[config.mk]
export PLATFORM = sky130hd
export DESIGN_NAME = srl_sra_iter
export DESIGN_NICKNAME = d
export VERILOG_FILES = /design/src/rtl/srl_sra_iter.sv
export SDC_FILE = /design/constraint.sdc
export NUM_CORES = 1
export LEC_CHECK = 0
export CAP_MARGIN = 20
export CORE_MARGIN = 2
export CORE_UTILIZATION = 50
export CTS_BUF_LIST = sky130_fd_sc_hd__clkbuf_16
export CTS_CLUSTER_SIZE = 8
export DETAILED_ROUTE_END_ITERATION = 8
export PLACE_DENSITY = 0.76
export SYNTH_ARGS = -nofsm -noshare
export SYNTH_HDL_FRONTEND = slang
export SYNTH_SLANG_ARGS = --single-unit
[constraint.sdc]
create_clock -name clock -period 5.8 [get_ports clock]
set_input_delay 1.45 -clock clock [delete_from_list [all_inputs] [get_ports clock]]
set_output_delay 1.45 -clock clock [all_outputs]
set_load 0.05 [all_outputs]
[src/rtl/srl_sra_iter.sv]
// srl_sra_iter: multi-cycle right shifter (srl/sra) for the execute stage.
// Shifts a WIDTH-bit operand right by up to 2**SHAMT_W-1 bits, STEP bits per
// cycle, under a start/ready/done handshake.
// Optional feature: define SRL_SRA_ROTATE_EN to add a "rotate" input that
// selects rotate-right (takes priority over arith).
module srl_sra_iter #(
   parameter int unsigned WIDTH   = 32,
   parameter int unsigned SHAMT_W = 5,
   parameter int unsigned STEP    = 2
) (
   input  logic               clock,
   input  logic               reset_n,
   input  logic               start,
   input  logic [WIDTH-1:0]   data_in,
   input  logic [SHAMT_W-1:0] shamt,
   input  logic               arith,
`ifdef SRL_SRA_ROTATE_EN
   input  logic               rotate,
`endif
   output logic               ready,
   output logic               done,
   output logic [WIDTH-1:0]   data_out
);

   // One extra bit so STEP is representable even when it exceeds the largest shamt
   localparam logic [SHAMT_W:0] STEP_X = (SHAMT_W+1)'(STEP);

   typedef enum logic [1:0] {StIdle, StShift, StDone} state_e;

   state_e             state_q, state_d;
   logic [WIDTH-1:0]   opnd_q, opnd_d;
   logic [WIDTH-1:0]   dout_q, dout_d;
   logic [SHAMT_W-1:0] rem_q, rem_d;
   logic               fill_q, fill_d;
   logic               rot_q, rot_d;
   logic [SHAMT_W:0]   step_n;
   logic [WIDTH-1:0]   shifted;
   logic               rot_in;

`ifdef SRL_SRA_ROTATE_EN
   assign rot_in = rotate;
`else
   assign rot_in = 1'b0;
`endif

   // Shift datapath: move min(STEP, rem) bits, one bit position per loop pass
   always_comb begin
      step_n  = ({1'b0, rem_q} > STEP_X) ? STEP_X : {1'b0, rem_q};
      shifted = opnd_q;
      for (int i = 0; i < int'(STEP); i++) begin
         if ((SHAMT_W+1)'(i) < step_n) begin
            // Rotate recirculates the LSB; otherwise the latched fill bit enters
            shifted = {(rot_q ? shifted[0] : fill_q), shifted[WIDTH-1:1]};
         end
      end
   end

   // Next-state logic: capture on accepted start, iterate, publish result on DONE entry
   always_comb begin
      state_d = state_q;
      opnd_d  = opnd_q;
      rem_d   = rem_q;
      fill_d  = fill_q;
      rot_d   = rot_q;
      dout_d  = dout_q;
      unique case (state_q)
         StIdle: begin
            if (start) begin
               opnd_d = data_in;
               rem_d  = shamt;
               // Fill bit is fixed at accept time: the operand MSB for sra, zero for srl
               fill_d = arith & data_in[WIDTH-1];
               rot_d  = rot_in;
               if (shamt == '0) begin
                  state_d = StDone;
                  dout_d  = data_in;
               end else begin
                  state_d = StShift;
               end
            end
         end
         StShift: begin
            opnd_d = shifted;
            rem_d  = rem_q - step_n[SHAMT_W-1:0];
            if ({1'b0, rem_q} <= STEP_X) begin
               state_d = StDone;
               dout_d  = shifted;
            end
         end
         StDone: begin
            state_d = StIdle;
         end
         default: begin
            state_d = StIdle;
         end
      endcase
   end

   // State and datapath registers
   always_ff @(posedge clock or negedge reset_n) begin
      if (!reset_n) begin
         state_q <= StIdle;
         opnd_q  <= '0;
         dout_q  <= '0;
         rem_q   <= '0;
         fill_q  <= 1'b0;
         rot_q   <= 1'b0;
      end else begin
         state_q <= state_d;
         opnd_q  <= opnd_d;
         dout_q  <= dout_d;
         rem_q   <= rem_d;
         fill_q  <= fill_d;
         rot_q   <= rot_d;
      end
   end

   assign ready    = (state_q == StIdle);
   assign done     = (state_q == StDone);
   assign data_out = dout_q;

endmodule

==> results.cfg <==
[cells_and_area]
nFillCells = 677
final_area_um2 = 5360
final_core_util = 0.646
layout.nets = 541
antenna_cells = 0
fin_cells = 606
area_growth_pct = 23.9
drive_above_1_share = 0.178

[drt]
wirelength_um = 10900
wl_met3_um = 541
post_drt_via_cell_ratio = 6.35
drc = 0
met1_length_um = 4940
dr.first_iter.drc_count = 255
routed.top_layer = met4
post_drt_wl_per_cell_um = 18.0
wl_met2_um = 5280
vias = 3846
first_pass_iters = 4
antenna_left = 0

[min_path]
hold_start = data_out[30]
min_path_type = flop to flop
hold_depth = 1
worstHoldEndpoint = data_out[30]

[setup_path]
r2r_slack_ns = 3.01
crit_path_end_kind = flop
critPathRequiredTime_ns = 6.01
reg2reg_to = data_out[2]
r2r-start = rem_q[2]
path_max_fanout = 18
cp.arrival_ns = 3.92
reg2reg_depth = 5
critPathLaunchType = primary input
worstSetupPathType = primary input to flop

[clock_tree]
clock_path_buffers = 2
cts_buffers = 9
htreeDepth = 3
clkSinkCount = 72
insertion_delay_ns = 0.33
cts_hold_buffers = 0
cts_tree = yes
clockRootBuffer = clkbuf_16
clkTransAtPathRegs_ns = 0.05
cts_setup_buffers = 0
ctsResizeCount = 0

[floorplanning]
die_area_um2 = 9410
start_util = 0.521
die_y_um = 97.0
core_um2 = 8300
die_x_um = 97.0
rows = 33
io_pins = 75

[global_route]
grt_pass1_vias = 3757
grt_max_degree = 79
grtUsageTotal = 0.235
grt_antenna_before_repair = 0
grt_overflow = 0
grt_pass1_wl_um = 18400

[pwr]
power.density_nw_per_um2 = 704
switchingPower_mw = 1.77
intPower_mw = 2.00
p_sw_frac = 0.471
power_mw = 3.77
leakage_nw = 2.05
ir_drop_mv = 0.343
combPwrFrac = 0.602
power_frac_seq = 0.272
clockPowerShare = 0.126

[logic_synthesis]
synth_common_cells = dfrtp_1 (72), nand2_1 (67), mux2_2 (61), clkbuf_1 (36)
ys_ff_latch = 72
yosys_most_used_dff = dfrtp_1
synthArstFlopShare = 1.00
yosysMostFrequentCell = dfrtp_1
syn_inst = 450
synth_top_area_cell = dfrtp_1
yosys-top-cells-area = dfrtp_1 (42%), mux2_2 (16%), a32oi_1 (6.1%)
synth-edff-count = 0
yosysWarnings = 0
synth_top_cell_area_share = 0.417
syn_area_per_cell_um2 = 9.61
synth_fp_nets = 492
synth.distinct_cells = 39
seq_area_frac_synth = 0.417
mappedNetlistArea_um2 = 4330

[job]
cap_violations = 0

[sta]
setup-violations-final = 0
fin_setup_tns_ns = 0
hold_violations = 0
slew_violations = 0
clock.fmax_ghz = 0.269
period_share = 0.640
clock_skew_ns = 0.00559
slew_headroom = 0.384
worstMarginPinSlew_ns = 0.924
rsz0062_at_grt = false
min_period_ns = 3.71

[placed_design]
place_congestion = 0.818
port_buffers = 74
placed_area_um2 = 5050
dp_cells = 590
hpwl_um = 6560

[outcome]
status = finished clean
layer usage:
layer	GRT usage	vias to the layer above
met4	0.0683	0
met1	0.323	1921
met3	0.0354	11
met5	0	-
met2	0.386	130
li1	-	1784
power by group through the flow:
| stage | sequential (mW) | clock [mW] | combinational, mW |
|---|---|---|---|
| after global routing | 1.07 | 0.503 | 2.46 |
| after CTS | 1.02 | 0.479 | 2.23 |
| after floorplan | 1.34 | 0 | 1.33 |
| after global placement | 1.01 | 0 | 2.16 |
| after detailed placement | 1.02 | 0 | 2.22 |
| final | 1.03 | 0.474 | 2.27 |
critical path, stage by stage:
cell             delay, ns
clkdlybuf4s50_1       0.42
or4_1                 0.54
or3_4                 0.37
a21oi_4               0.54
buf_16                0.24
mux2_2                0.36
through the flow:
| step | hold slack (ns) | setup WS [ns] |
|---|---|---|
| 5_1_grt | 0.525 | 1.98 |
| 3_3_place_gp | 0.490 | 1.62 |
| 2_1_floorplan | 0.498 | 2.62 |
| 4_1_cts | 0.511 | 1.90 |
| 3_5_place_dp | 0.496 | 1.60 |
| 6_report | 0.503 | 2.09 |
area by class of cell:
type | instances | area, um2 | area share
multi-input cells | 330 | 2330 | 0.434
flip-flops and latches | 72 | 1800 | 0.336
repair buffers | 83 | 846 | 0.158
clock buffers | 9 | 225 | 0.0420
well taps | 105 | 131 | 0.0245
clock inverters | 4 | 16.3 | 0.00304
inverters | 3 | 11.3 | 0.00210
logic make-up (layout without fill, tap and decap cells):
kind of cell | Yosys count | in the layout | synth area share
and+or+nand+nor | 122 | 122 | 0.135
AOI/OAI and AO/OA | 144 | 144 | 0.233
muxes | 62 | 62 | 0.161
adders and majority gates | 1 | 1 | 0.00289
buffers and inverters | 48 | 99 | 0.0500
DFF | 72 | 72 | 0.417
other | 1 | 1 | 0.000867
sequential cells by signal (all words and copies together) (netlist names):
| register | count |
|---|---|
| rem_q | 5 |
| data_out | 32 |
| fill_q | 1 |
| state_q | 2 |
| opnd_q | 32 |
placed cells by master (no fill, tap or decap), types with 2 or more instances in the layout:
master / synthesis / routed
a21oi_1: 3 / 3
nand2_1: 67 / 67
buf_4: 0 / 7
o21ai_0: 33 / 33
a32oi_1: 30 / 30
inv_1: 3 / 4
dfrtp_1: 72 / 72
clkdlybuf4s50_1: 0 / 73
nand2b_1: 2 / 2
nor2_1: 5 / 5
a31oi_1: 30 / 30
mux2_2: 61 / 61
or2_2: 2 / 2
clkbuf_16: 0 / 9
nor3_1: 3 / 3
clkinv_1: 0 / 2
nor2b_1: 33 / 32
a211oi_1: 32 / 32
o21a_1: 4 / 4
nand3_1: 3 / 3
worst max-delay path by stage:
stage	startpoint	depth (start not counted)	slack (ns)	endpoint
final	shamt[3]	6	2.09	data_out[2]
after global routing	shamt[3]	6	1.98	data_out[2]
after CTS	shamt[3]	5	1.90	data_out[2]
after detailed placement	shamt[3]	5	1.60	data_out[5]
after global placement	shamt[3]	5	1.62	data_out[17]
after floorplan	shamt[3]	5	2.62	data_out[10]
Note: power is estimated with default switching activity, not from simulation.
